==> src/rtl/zbt_client_pkg.sv <==
// Shared types and constants for the ZBT memory client.
// Latency: n/a (declarations only).
// Backpressure: n/a.
package zbt_client_pkg;

    localparam int ZBT_ADDR_W     = 19;
    localparam int ZBT_DATA_W     = 36;
    // rd_req sample cycle to rd_data_valid cycle
    localparam int READ_LATENCY   = 4;
    // valid bits tracked between issue and the cycle read data is on the bus
    localparam int RD_PIPE_STAGES = READ_LATENCY - 1;

    // One buffered camera write
    typedef struct packed {
        logic [ZBT_ADDR_W-1:0] addr;
        logic [ZBT_DATA_W-1:0] data;
    } wr_entry_t;

endpackage

==> src/rtl/zbt_wr_fifo.sv <==
// Synchronous write FIFO with first-word-fall-through head (DEPTH power of two, >= 2).
// Latency: a pushed entry is visible on head_dat the cycle after the push.
// Backpressure: push ignored while full, pop ignored while empty; push+pop same cycle allowed.
module zbt_wr_fifo
    import zbt_client_pkg::*;
#(
    parameter int DEPTH = 8
) (
    input  logic      clk,
    input  logic      reset,
    input  logic      push_vld,
    input  wr_entry_t push_dat,
    input  logic      pop_vld,
    output wr_entry_t head_dat,
    output logic      full,
    output logic      empty
);

    localparam int PTR_W = $clog2(DEPTH);

    // Extra MSB on each pointer distinguishes full from empty
    logic [PTR_W:0] wr_ptr_q, wr_ptr_d;
    logic [PTR_W:0] rd_ptr_q, rd_ptr_d;
    wr_entry_t      mem_q [DEPTH];
    logic           do_push;
    logic           do_pop;

    // Flags, qualified handshakes and next pointer values
    always_comb begin
        empty    = (wr_ptr_q == rd_ptr_q);
        full     = (wr_ptr_q[PTR_W] != rd_ptr_q[PTR_W]) &&
                   (wr_ptr_q[PTR_W-1:0] == rd_ptr_q[PTR_W-1:0]);
        do_push  = push_vld & ~full;
        do_pop   = pop_vld & ~empty;
        wr_ptr_d = wr_ptr_q + (PTR_W+1)'(do_push);
        rd_ptr_d = rd_ptr_q + (PTR_W+1)'(do_pop);
        head_dat = mem_q[rd_ptr_q[PTR_W-1:0]];
    end

    // Pointer state; reset empties the FIFO
    always_ff @(posedge clk or posedge reset) begin
        if (reset) begin
            wr_ptr_q <= '0;
            rd_ptr_q <= '0;
        end else begin
            wr_ptr_q <= wr_ptr_d;
            rd_ptr_q <= rd_ptr_d;
        end
    end

    // Entry storage; contents are don't-care until written, so no reset
    always_ff @(posedge clk) begin
        if (do_push) begin
            mem_q[wr_ptr_q[PTR_W-1:0]] <= push_dat;
        end
    end

endmodule

==> src/rtl/zbt_client.sv <==
// ZBT client: read-priority arbitration of display reads vs buffered camera writes; ZBT_CLIENT_FRAME_SKIP_EN enables per-frame write skipping.
// Latency: rd_req to rd_data_valid 4 cycles; accepted write to zbt_we at least 2 cycles.
// Backpressure: reads never stall; wr_ready = FIFO not full (drained only in cycles without rd_req).
module zbt_client
    import zbt_client_pkg::*;
#(
    // ADDR_W/DATA_W must match the package widths used by wr_entry_t
    parameter int ADDR_W     = ZBT_ADDR_W,
    parameter int DATA_W     = ZBT_DATA_W,
    parameter int FIFO_DEPTH = 8,
    parameter int SKIP_N     = 2
) (
    input  logic              clk,
    input  logic              reset,
    input  logic              rd_req,
    input  logic [ADDR_W-1:0] rd_addr,
    output logic [DATA_W-1:0] rd_data,
    output logic              rd_data_valid,
    input  logic              wr_valid,
    input  logic [ADDR_W-1:0] wr_addr,
    input  logic [DATA_W-1:0] wr_data,
    output logic              wr_ready,
    input  logic              frame_start,
    output logic              zbt_cen,
    output logic              zbt_we,
    output logic [ADDR_W-1:0] zbt_addr,
    output logic [DATA_W-1:0] zbt_write_data,
    input  logic [DATA_W-1:0] zbt_read_data
);

    logic                      fifo_full;
    logic                      fifo_empty;
    logic                      fifo_pop;
    logic                      fifo_push;
    logic                      store_frame;
    wr_entry_t                 fifo_head;
    wr_entry_t                 fifo_in;

    logic                      zbt_cen_q, zbt_cen_d;
    logic                      zbt_we_q, zbt_we_d;
    logic [ADDR_W-1:0]         zbt_addr_q, zbt_addr_d;
    logic [DATA_W-1:0]         zbt_wdata_q, zbt_wdata_d;
    logic [RD_PIPE_STAGES-1:0] rd_vld_q, rd_vld_d;
    logic [DATA_W-1:0]         rd_data_q, rd_data_d;
    logic                      rd_data_valid_q, rd_data_valid_d;

`ifdef ZBT_CLIENT_FRAME_SKIP_EN
    localparam int CNT_W = (SKIP_N > 1) ? $clog2(SKIP_N) : 1;
    logic [CNT_W-1:0] frame_cnt_q, frame_cnt_d;

    // Frame counter wraps at SKIP_N; pushes in this cycle see the old count
    always_comb begin
        frame_cnt_d = frame_cnt_q;
        if (frame_start) begin
            frame_cnt_d = (frame_cnt_q == CNT_W'(SKIP_N - 1)) ? '0 : frame_cnt_q + CNT_W'(1);
        end
        store_frame = (frame_cnt_q == '0);
    end

    // Frame counter state
    always_ff @(posedge clk or posedge reset) begin
        if (reset) begin
            frame_cnt_q <= '0;
        end else begin
            frame_cnt_q <= frame_cnt_d;
        end
    end
`else
    // Every frame is stored; frame_start and SKIP_N have no effect
    logic unused_frame_cfg;
    assign unused_frame_cfg = frame_start ^ (SKIP_N == 0);
    assign store_frame      = 1'b1;
`endif

    // Skipped frames still handshake so the camera never stalls; data is dropped
    assign wr_ready  = ~fifo_full;
    assign fifo_push = wr_valid & ~fifo_full & store_frame;
    assign fifo_in   = '{addr: wr_addr, data: wr_data};

    zbt_wr_fifo #(
        .DEPTH    (FIFO_DEPTH)
    ) u_wr_fifo (
        .clk      (clk),
        .reset    (reset),
        .push_vld (fifo_push),
        .push_dat (fifo_in),
        .pop_vld  (fifo_pop),
        .head_dat (fifo_head),
        .full     (fifo_full),
        .empty    (fifo_empty)
    );

    // Read-priority arbitration, read valid pipeline and read data capture
    always_comb begin
        zbt_cen_d       = 1'b1;
        zbt_we_d        = 1'b0;
        zbt_addr_d      = zbt_addr_q;
        zbt_wdata_d     = zbt_wdata_q;
        fifo_pop        = 1'b0;
        if (rd_req) begin
            zbt_addr_d = rd_addr;
        end else if (!fifo_empty) begin
            fifo_pop    = 1'b1;
            zbt_we_d    = 1'b1;
            zbt_addr_d  = fifo_head.addr;
            zbt_wdata_d = fifo_head.data;
        end
        rd_vld_d        = {rd_vld_q[RD_PIPE_STAGES-2:0], rd_req};
        rd_data_valid_d = rd_vld_q[RD_PIPE_STAGES-1];
        rd_data_d       = rd_vld_q[RD_PIPE_STAGES-1] ? zbt_read_data : rd_data_q;
    end

    // Registered driver outputs and read return; reset drops in-flight reads
    always_ff @(posedge clk or posedge reset) begin
        if (reset) begin
            zbt_cen_q       <= 1'b0;
            zbt_we_q        <= 1'b0;
            zbt_addr_q      <= '0;
            zbt_wdata_q     <= '0;
            rd_vld_q        <= '0;
            rd_data_q       <= '0;
            rd_data_valid_q <= 1'b0;
        end else begin
            zbt_cen_q       <= zbt_cen_d;
            zbt_we_q        <= zbt_we_d;
            zbt_addr_q      <= zbt_addr_d;
            zbt_wdata_q     <= zbt_wdata_d;
            rd_vld_q        <= rd_vld_d;
            rd_data_q       <= rd_data_d;
            rd_data_valid_q <= rd_data_valid_d;
        end
    end

    assign zbt_cen        = zbt_cen_q;
    assign zbt_we         = zbt_we_q;
    assign zbt_addr       = zbt_addr_q;
    assign zbt_write_data = zbt_wdata_q;
    assign rd_data        = rd_data_q;
    assign rd_data_valid  = rd_data_valid_q;

endmodule

==> config.mk <==
export PLATFORM = sky130hd
export DESIGN_NAME = zbt_client
export DESIGN_NICKNAME = d
export VERILOG_FILES = /design/src/rtl/zbt_client_pkg.sv /design/src/rtl/zbt_wr_fifo.sv /design/src/rtl/zbt_client.sv
export SDC_FILE = /design/constraint.sdc
export NUM_CORES = 1
export LEC_CHECK = 0
export CELL_PAD_IN_SITES_DETAIL_PLACEMENT = 0
export CELL_PAD_IN_SITES_GLOBAL_PLACEMENT = 1
export CORE_ASPECT_RATIO = 1.25
export CORE_MARGIN = 3
export CORE_UTILIZATION = 40
export CTS_CLUSTER_DIAMETER = 120
export DETAILED_ROUTE_END_ITERATION = 8
export DONT_BUFFER_PORTS = 1
export PLACE_DENSITY_LB_ADDON = 0.1
export SETUP_SLACK_MARGIN = 0.4
export SYNTH_ARGS = -nofsm -noshare
export SYNTH_HDL_FRONTEND = slang
export SYNTH_HIERARCHICAL = 1
export SYNTH_SLANG_ARGS = --single-unit
==> constraint.sdc <==
create_clock -name clk -period 15.6 [get_ports clk]
set_input_delay 1.56 -clock clk [delete_from_list [all_inputs] [get_ports clk]]
set_output_delay 1.56 -clock clk [all_outputs]
set_load 0.03 [all_outputs]
## Word level (Yosys, flattened, before mapping)

Memory sizes are Yosys's and may differ from the RTL's.
Cells that the tools add are included.
W data, S select, Z words.

| word-level totals | value |
|---|---|
| register bits | 105 |
| bits in writable memories | 440 |
| input bits | 115 |
| memories | 1 |

Memories:

| memory | words | width | rd ports | clocked after memory_dff | wr ports | line | text |
|---|---|---|---|---|---|---|---|
| u_wr_fifo.mem_q | 8 | 55 | 1 | 0 | 1 | zbt_wr_fifo.sv:24 | `wr_entry_t mem_q [DEPTH];` |

| operators by class | value |
|---|---|
| $add $sub $neg | 2 |
| eq/ne operators | 4 |
| multiplexer cells | 6 |
| bitwise operators | 6 |
| reduce and logical (&&, ||, !) cells | 2 |

Operators by type and width:

| cell | count |
|---|---|
| $mux W19 | 2 |
| $add A4 B1 Y4 | 2 |
| $eq A4 B4 Y1 | 1 |
| $mux W1 | 4 |
| $and A1 B1 Y1 | 3 |
| $eq A3 B3 Y1 | 1 |
| $not A1 Y1 | 3 |
| $ne A2 B2 Y1 const B | 1 |
| $reduce_and A2 Y1 | 1 |
| $logic_and A1 B1 Y1 | 1 |
| $ne A1 B1 Y1 | 1 |

## Depth between registers and ports, before layout

Gate-level depths: netlist of the first run.

| logic depth | value |
|---|---|
| word-level depth | 7 |
| depth in mapped cells | 10 |

## By module

The synthesis of the first run kept the hierarchy.

Modules (own cells, without submodules):

| module | times used | cells each | area each (um2) |
|---|---|---|---|
| zbt_wr_fifo | 1 | 681 | 16,993.8 |
| zbt_client | 1 | 244 | 3,723.6 |

## Worst setup path before layout of the first run

OpenSTA, ideal clock, no wires.

| path | value |
|---|---|
| kind | input to register |
| start | input wr_valid |
| end | memory u_wr_fifo/mem_q[4][0] (netlist bit) (enable) |
| library setup time | 0.604 ns |
| data arrival time | 7.135 ns |
| data required time | 14.996 ns |
| slack | 7.861 ns |
| stages | 3 |
| path buffers | 0 |
| cells stage by stage | nor2b_1 > nand2_1 > nor4_1 |

| on the way | value |
|---|---|
| word-level cells in the longest chain between the ends | 4 |

Ends and longest elaborated chain:

| element | line | text |
|---|---|---|
| from (decl) | zbt_client.sv:19 | `input logic wr_valid,` |
| $and A1 B1 Y1 | zbt_client.sv:77 | `assign fifo_push = wr_valid & ~fifo_full & store_frame;` |
| $and A1 B1 Y1 | zbt_wr_fifo.sv:33 | `do_push = push_vld & ~full;` |
| $mux W1 | zbt_wr_fifo.sv:53 | `if (do_push) begin` |
| $mux W1 (implied by the code) | zbt_wr_fifo.sv:54 | `mem_q[wr_ptr_q[PTR_W-1:0]] <= push_dat;` |
| to (decl) | zbt_wr_fifo.sv:24 |  |

No other way between the ends.

## Final worst setup path of the first run

| path | value |
|---|---|
| start | register u_wr_fifo.rd_ptr_q[1] |
| end | memory u_wr_fifo/mem_q[5][23] (netlist bit) (enable) |

| on the way | value |
|---|---|
| word-level cells in the longest chain between the ends | 7 |

Ends and longest elaborated chain:

| element | line | text |
|---|---|---|
| from (decl) | zbt_wr_fifo.sv:23 | `logic [PTR_W:0] rd_ptr_q, rd_ptr_d;` |
| from (signal assigned) | zbt_wr_fifo.sv:47 | `rd_ptr_q <= rd_ptr_d;` |
| $eq A3 B3 Y1 | zbt_wr_fifo.sv:32 | `(wr_ptr_q[PTR_W-1:0] == rd_ptr_q[PTR_W-1:0]);` |
| $logic_and A1 B1 Y1 | zbt_wr_fifo.sv:31 | `full = (wr_ptr_q[PTR_W] != rd_ptr_q[PTR_W]) &&` |
| via fifo_full | zbt_client.sv:31 | `logic fifo_full;` |
| $not A1 Y1 | zbt_client.sv:77 |  |
| $and A1 B1 Y1 | zbt_client.sv:77 |  |
| via fifo_push | zbt_client.sv:34 | `logic fifo_push;` |
| $and A1 B1 Y1 | zbt_wr_fifo.sv:33 |  |
| $mux W1 | zbt_wr_fifo.sv:53 |  |
| $mux W1 (implied by the code) | zbt_wr_fifo.sv:54 |  |

The timed path passes the listed nets, and every way through them passes these cells.

==> load_flow_metrics.sql, run 1 <==
INSERT INTO impl_metrics (metric_group, metric, value, unit) VALUES
('run_status', 'run_status', 'completed', ''),
('detailed_routing', 'drt-vias-per-instance', '5.345', ''),
('detailed_routing', 'drtIter0Drc', '435', ''),
('grt', 'tot_gr_track_use', '15.91', '%'),
('clock_network', 'postCtsResizedCells', '0', ''),
('synthesis', 'synth_compound_gate_area_share', '0.5013', '%'),
('worst_setup_path', 'worstSetupEndpointType', 'flop', ''),
('worst_setup_path', 'cpLargestDelayFamily', 'simple AND/OR/NAND/NOR gates', ''),
('place', 'gpl.final_weighted_congestion', '0.6887', ''),
('synthesis', 'yosys.area.top_type_share', '63.78', '%'),
('grt', 'grt_antenna_before_repair', '0', ''),
('worst_setup_path', 'cp_startpoint_kind', 'flop', ''),
('synthesis', 'synth.most_common_cell', 'edfxtp_1', ''),
('detailed_routing', 'finalWirelength', '43350', 'um'),
('finish', 'fraction_of_layout_instances_using_a_drive_strength_above_1', '35.87', '%'),
('timing', 'post-route-worst-setup-slack', '10.98', 'ns'),
('synthesis', 'flops_latches_synth', '545', ''),
('timing', 'finalCritPeriodShare', '29.64', '%'),
('grt', 'pin_count_of_the_biggest_net_entering_global_routing', '60', ''),
('place', 'io_buffer_count', '0', ''),
('clock_network', 'clock_tree_from_tritoncts', 'built', ''),
('finish', 'post-route-cell-area', '23340', 'um^2'),
('place', 'pre_cts_ws', '10.81', 'ns'),
('synthesis', 'synth_top_flop_cell', 'edfxtp_1', ''),
('timing', 'max_freq', '216.3', 'MHz'),
('synthesis', 'synth.area.mux_share', '19.78', '%'),
('synthesis', 'synth_seq_area_share', '76.46', '%'),
('synthesis', 'postSynthNetCount', '1044', ''),
('synthesis', 'main_combinational_cell_family_by_area_after_synthesis', 'multiplexers', ''),
('finish', 'num_antenna_cells', '0', ''),
('synthesis', 'synthSimpleGateAreaFrac', '1.033', '%'),
('power', 'power.leakage', '7.699', 'nW'),
('worst_setup_path', 'critical_path.max_stage_delay', '1.20', 'ns'),
('place', 'dpl-instance-area', '21430', 'um^2'),
('run', 'drv.max_cap_violation_count', '0', ''),
('clock_network', 'worstSkewPairLatency', '0.59', 'ns'),
('power', 'cellInternalPower', '3.249', 'mW'),
('power', 'vdd_drop_max', '0.0001204', 'V'),
('timing', 'setup_viol_count_final', '0', ''),
('place', 'dp_hpwl', '22950', 'um'),
('clock_network', 'cts.sinks', '545', ''),
('synthesis', 'postSynthAreaPerCell', '22.40', 'um^2'),
('worst_setup_path', 'critical_path_cell_with_the_highest_stage_delay', 'dfrtp_4', ''),
('detailed_routing', 'average_wire_length_per_cell_after_detail_routing', '26.18', 'um'),
('worst_setup_path', 'path_cells', 'xnor2_1 > nand4_1 > inv_2 > nor2b_1 > nand2_1 > nor4b_4 > buf_4', ''),
('timing', 'timing.slew.headroom', '19.47', '%'),
('finish', 'register_area', '15850', 'um^2'),
('power', 'netSwitchingPower', '1.385', 'mW'),
('grt', 'grt_first_pass_wirelength', '63470', 'um'),
('synthesis', 'post_synth_most_frequent_cells', 'edfxtp_1, mux2_2, mux4_2', ''),
('floorplan', 'num_io_pins', '210', ''),
('synthesis', 'synth-edff-count', '440', ''),
('finish', 'final.fill_count', '4196', ''),
('floorplan', 'floorplan.die.height', '260.4', 'um'),
('clock_network', 'worst_setup_hold_path_clk_slew', '0.06', 'ns'),
('synthesis', 'synth_async_sr_flop_share', '19.27', '%'),
('clock_network', 'cts_post_setup_buffers_inserted', '0', ''),
('detailed_routing', 'via_count', '8852', ''),
('grt', 'grt_overflow_total', '0', ''),
('worst_setup_path', 'cp_data_required_time', '15.81', 'ns'),
('power', 'p_seq_share', '48.7', '%'),
('floorplan', 'initial_utilization', '40.72', '%'),
('synthesis', 'postSynthCellCount', '925', ''),
('synthesis', 'yosys.cell_types.count', '34', ''),
('hold_path', 'holdCritPathClass', 'flop to flop', ''),
('synthesis', 'ys.warnings.count', '6', ''),
('clock_network', 'clock_tree.buffer_depth', '3', ''),
('power', 'p_clk_share', '29.4', '%'),
('detailed_routing', 'route.detailed.drc', '0', ''),
('clock_network', 'cts-root-buf', 'clkbuf_16', ''),
('floorplan', 'core_area', '50880', 'um^2');
==> registers in the layout, summed over array words and instances, names as in the netlist <==
register	cells
u_wr_fifo/wr_ptr_q	4
zbt_addr	19
zbt_cen	1
zbt_we	1
zbt_write_data	36
rd_data	36
rd_vld_q	3
u_wr_fifo/rd_ptr_q	4
u_wr_fifo/mem_q	440
rd_data_valid	1
==> logic make-up (layout without fill, tap and decap cells) <==
kind of cell	after synthesis	count (layout)
other	1	1
muxes	256	256
DFF	545	545
buffers and inverters	51	124
and+or+nand+nor	39	39
adders and majority gates	4	4
xor gates and xnor gates	9	9
AOI/OAI and AO/OA	20	20
==> worst paths after layout <==
path	cells past startpoint	start	endpoint	slack, ns
worst max-delay path	7	u_wr_fifo/rd_ptr_q[1]	u_wr_fifo/mem_q[5][23]	10.98
worst min-delay path	0	rd_vld_q[1]	rd_vld_q[2]	0.35
worst max register to register	7	u_wr_fifo/rd_ptr_q[1]	u_wr_fifo/mem_q[5][23]	10.98
worst min register to register	0	rd_vld_q[1]	rd_vld_q[2]	0.35
max in group asynchronous	2	reset	rd_data[24]	13.43
min in group asynchronous	1	reset	u_wr_fifo/wr_ptr_q[0]	0.80
==> cells in the final DEF, fill, tap and decap left out, drive strengths merged, types with 4 or more instances in the layout <==
master,count
buf,18
bufinv,8
clkbuf,71
clkinv,18
dfrtp,105
edfxtp,440
ha,4
inv,6
mux2,127
mux2i,19
mux4,110
nand2,21
o21ai,19
xnor2,5
xor2,4
==> power groups by stage <==
stage	Sequential (mW)	Clock, mW	Combinational, mW
2_1_floorplan	2.16	0	0.897
4_1_cts	2.27	1.40	1.06
3_3_place_gp	2.28	0	1.02
3_5_place_dp	2.30	0	1.05
6_report	2.25	1.36	1.02
5_1_grt	2.29	1.47	1.11
==> area by class of cell <==
cell class,instances,share of cell area (%)
Sequential cell,545,67.91
Timing Repair Buffer,18,0.5789
Inverter,4,0.07505
Clock buffer,71,6.551
Clock inverter,31,1.630
Tap cell,658,3.527
Multi-Input combinational cell,329,19.73
==> routing by layer <==
metal / up-vias / share of wire, % / global-route usage [%]
li1: 3821 / - / -
met4: 0 / 2.3 / 5.137
met2: 275 / 51 / 27.70
met1: 4698 / 39 / 19.24
met5: - / 0 / 0
met3: 58 / 7.4 / 4.449
==> metrics by stage <==
stage / hold WS, ns / std cells / power, mW
global placement: 0.3319 / 1554 / 3.301
floorplan: 0.3312 / 925 / 3.052
finish: 0.3525 / 1656 / 4.634
CTS: 0.3525 / 1656 / 4.728
global route: 0.3680 / 1656 / 4.871
detailed placement: 0.3371 / 1554 / 3.353
Note: power is estimated with default switching activity, not from simulation.
==> run 2: changes to the inputs <==
clock period = 4.5 ns   (was 15.6 ns; I/O delays follow)
==> load_flow_metrics.sql, run 2 (synthesis gave the netlist of run 1 again) <==
INSERT INTO impl_metrics (metric_group, metric, value, unit) VALUES
('floorplan', 'fp.dieW', '209.6', 'um'),
('power', 'power.leakage', '8.091', 'nW'),
('detailed_routing', 'antenna_left', '0', ''),
('timing', 'least_margin_pin_slew', '1.143', 'ns'),
('finish', 'syn_to_final_growth', '17.48', '%'),
('worst_setup_path', 'cp_num_cells', '7', ''),
('clock_network', 'clock_buffers_created_by_tritoncts', '54', ''),
('grt', 'pin_count_of_the_biggest_net_entering_global_routing', '112', ''),
('timing', 'hold_violations_final', '0', ''),
('worst_setup_path', 'critical_path_cell_with_the_highest_stage_delay', 'dfrtp_4', ''),
('power', 'power.share.switching', '30.35', '%'),
('worst_setup_path', 'setup.reg_to_reg.worst_slack', '1.22', 'ns'),
('clock_network', 'worst_setup_hold_path_clk_slew', '0.06', 'ns'),
('floorplan', 'num_rows', '92', ''),
('place', 'gpl.final_weighted_congestion', '0.6763', ''),
('worst_setup_path', 'regToRegStartpoint', 'u_wr_fifo/rd_ptr_q[2]', ''),
('power', 'netSwitchingPower', '4.774', 'mW'),
('worst_setup_path', 'cp_data_required_time', '4.76', 'ns'),
('worst_setup_path', 'crit_path_buf_inv_count', '2', ''),
('finish', 'most-common-layout-cells', 'edfxtp_1, mux2_2, dlygate4sd3_1', ''),
('finish', 'layout.cells.most_common', 'edfxtp_1', ''),
('clock_network', 'cts-root-buf', 'clkbuf_16', ''),
('clock_network', 'clock_tree.buffer_depth', '3', ''),
('timing', 'fin_crit', '3.278', 'ns'),
('worst_setup_path', 'worst-setup-path-type', 'flop to flop', ''),
('hold_path', 'hold-path-cell-count', '1', ''),
('grt', 'grt_first_pass_wirelength', '65010', 'um'),
('worst_setup_path', 'r2r_end', 'u_wr_fifo/mem_q[1][20]', ''),
('clock_network', 'clock_tree_from_tritoncts', 'built', ''),
('place', 'io_buffer_count', '0', ''),
('detailed_routing', 'via_count', '9198', ''),
('timing', 'timing.slew.headroom', '23.81', '%'),
('detailed_routing', 'drt-vias-per-instance', '5.191', ''),
('timing', 'slew_viol_final', '0', ''),
('hold_path', 'hold_start', 'rd_req', ''),
('worst_setup_path', 'critPathLaunch', 'u_wr_fifo/rd_ptr_q[2]', ''),
('power', 'power.density_cell_area', '646.3', 'nW/um^2'),
('floorplan', 'num_io_pins', '210', ''),
('detailed_routing', 'drtIter0Drc', '456', ''),
('worst_setup_path', 'worstSetupEndpointType', 'flop', ''),
('hold_path', 'holdCritPathClass', 'input pin to flop', ''),
('finish', 'nets', '1187', ''),
('detailed_routing', 'route.detailed.drc', '0', ''),
('floorplan', 'die_area', '54580', 'um^2'),
('timing', 'max_freq', '305.0', 'MHz'),
('timing', 'finalCritPeriodShare', '72.85', '%'),
('floorplan', 'floorplan.die.height', '260.4', 'um'),
('timing', 'setup_viol_count_final', '0', ''),
('power', 'p_seq_share', '48.4', '%'),
('run_status', 'run_status', 'completed', ''),
('detailed_routing', 'firstDrtPassIters', '4', ''),
('worst_setup_path', 'cp_startpoint_kind', 'flop', ''),
('detailed_routing', 'finalWirelength', '43910', 'um'),
('power', 'p_clk_share', '26.8', '%'),
('finish', 'largest_reg_flops', '440', ''),
('grt', 'tot_gr_track_use', '16.15', '%'),
('clock_network', 'cts.sinks', '545', ''),
('clock_network', 'htree_levels', '2', ''),
('finish', 'fraction_of_layout_instances_using_a_drive_strength_above_1', '31.18', '%'),
('worst_setup_path', 'critical_path.max_stage_delay', '0.83', 'ns'),
('worst_setup_path', 'critical_path.max_fanout', '41', ''),
('grt', 'grt_overflow_total', '0', ''),
('finish', 'final.fill_count', '4173', ''),
('grt', 'grt_antenna_before_repair', '2', ''),
('power', 'design_power', '15.73', 'mW'),
('hold_path', 'hold-path-endpoint', 'rd_vld_q[0]', ''),
('place', 'dp_hpwl', '23590', 'um'),
('floorplan', 'initial_utilization', '40.72', '%'),
('power', 'cellInternalPower', '10.96', 'mW'),
('clock_network', 'worstSkewPairLatency', '0.59', 'ns'),
('run', 'drv.max_cap_violation_count', '0', ''),
('timing', 'fin_worst_skew', '0.01078', 'ns'),
('power', 'vdd_drop_max', '0.0004360', 'V'),
('timing', 'rsz_0062_raised_after_global_routing', 'no', ''),
('worst_setup_path', 'timing.critical_path.arrival', '3.54', 'ns'),
('worst_setup_path', 'path_cells', 'xnor2_1 > nand4_1 > inv_2 > nor2b_1 > nor3b_1 > and3_4 > buf_12', ''),
('power', 'power_frac_comb', '24.8', '%'),
('floorplan', 'core_area', '50880', 'um^2'),
('worst_setup_path', 'rr_worst_depth', '7', ''),
('grt', 'via_count_of_the_first_global_routing_pass', '10220', ''),
('detailed_routing', 'average_wire_length_per_cell_after_detail_routing', '24.78', 'um'),
('clock_network', 'cts_post_setup_buffers_inserted', '0', ''),
('timing', 'holdWs', '0.07809', 'ns'),
('worst_setup_path', 'cpLargestDelayFamily', 'simple AND/OR/NAND/NOR gates', '');
## run 2: how the worst max path moves through the flow
stage	to	slack, ns
after floorplan	u_wr_fifo/mem_q[6][0]	-0.44
after global placement	zbt_write_data[23]	1.16
after detailed placement	u_wr_fifo/mem_q[1][11]	1.20
after CTS	u_wr_fifo/mem_q[1][23]	1.17
after global routing	u_wr_fifo/mem_q[1][7]	0.99
final	u_wr_fifo/mem_q[1][20]	1.22
## run 2: worst register-to-register path: stages (launching register included)
cell and delay, ns:
dfrtp_4 0.83, xnor2_1 0.16, nand4_1 0.20, inv_2 0.17, nor2b_1 0.27, nor3b_1 0.34, and3_4 0.59, buf_12 0.36
## run 2: power by group through the flow
| stage | clock network [mW] | logic, mW | registers (mW) |
|---|---|---|---|
| after floorplan | 0 | 3.12 | 7.45 |
| after global placement | 0 | 3.83 | 7.69 |
| after detailed placement | 0 | 3.89 | 7.75 |
| after CTS | 4.38 | 4.04 | 7.65 |
| after global routing | 4.60 | 4.28 | 7.72 |
| final | 4.22 | 3.89 | 7.61 |
## run 2: final cells by class
cell class                      instances  area [um^2]  area share, %
Antenna cell                            1        2.502        0.01028
Timing Repair Buffer                  134         1334          5.480
Inverter                                4        17.52        0.07197
Clock buffer                           82         1570          6.451
Sequential cell                       545        15850          65.13
Tap cell                              658        823.3          3.383
Multi-Input combinational cell        329         4626          19.00
Clock inverter                         19        115.1         0.4729
## run 2: what timing repair did
item | 4_1_cts | 5_1_grt
hold buffers | 112 | 0
resized for setup | 0 | 0
endpoints found under the hold margin | 549 | 0
## run 2: per-stage QoR
| step | setup slack, ns | utilization (%) | cell area (um^2) | cells | TNS (ns) |
|---|---|---|---|---|---|
| 2_1_floorplan | -0.4377 | - | 20730 | 925 | -68.72 |
| 3_3_place_gp | 1.163 | 42.30 | 21520 | 1558 | 0 |
| 6_report | 1.222 | 47.84 | 24340 | 1772 | 0 |
| 3_5_place_dp | 1.203 | 42.30 | 21520 | 1558 | 0 |
| 5_1_grt | 0.9866 | 47.83 | 24340 | 1771 | 0 |
| 4_1_cts | 1.166 | 47.83 | 24340 | 1771 | 0 |
## run 2: routing by layer
metal  part of all wire (%)  track usage (%)
met3                    5.3            3.427
met2                     54            29.85
met1                     38            18.65
met5                      0                0
met4                    2.5            5.323
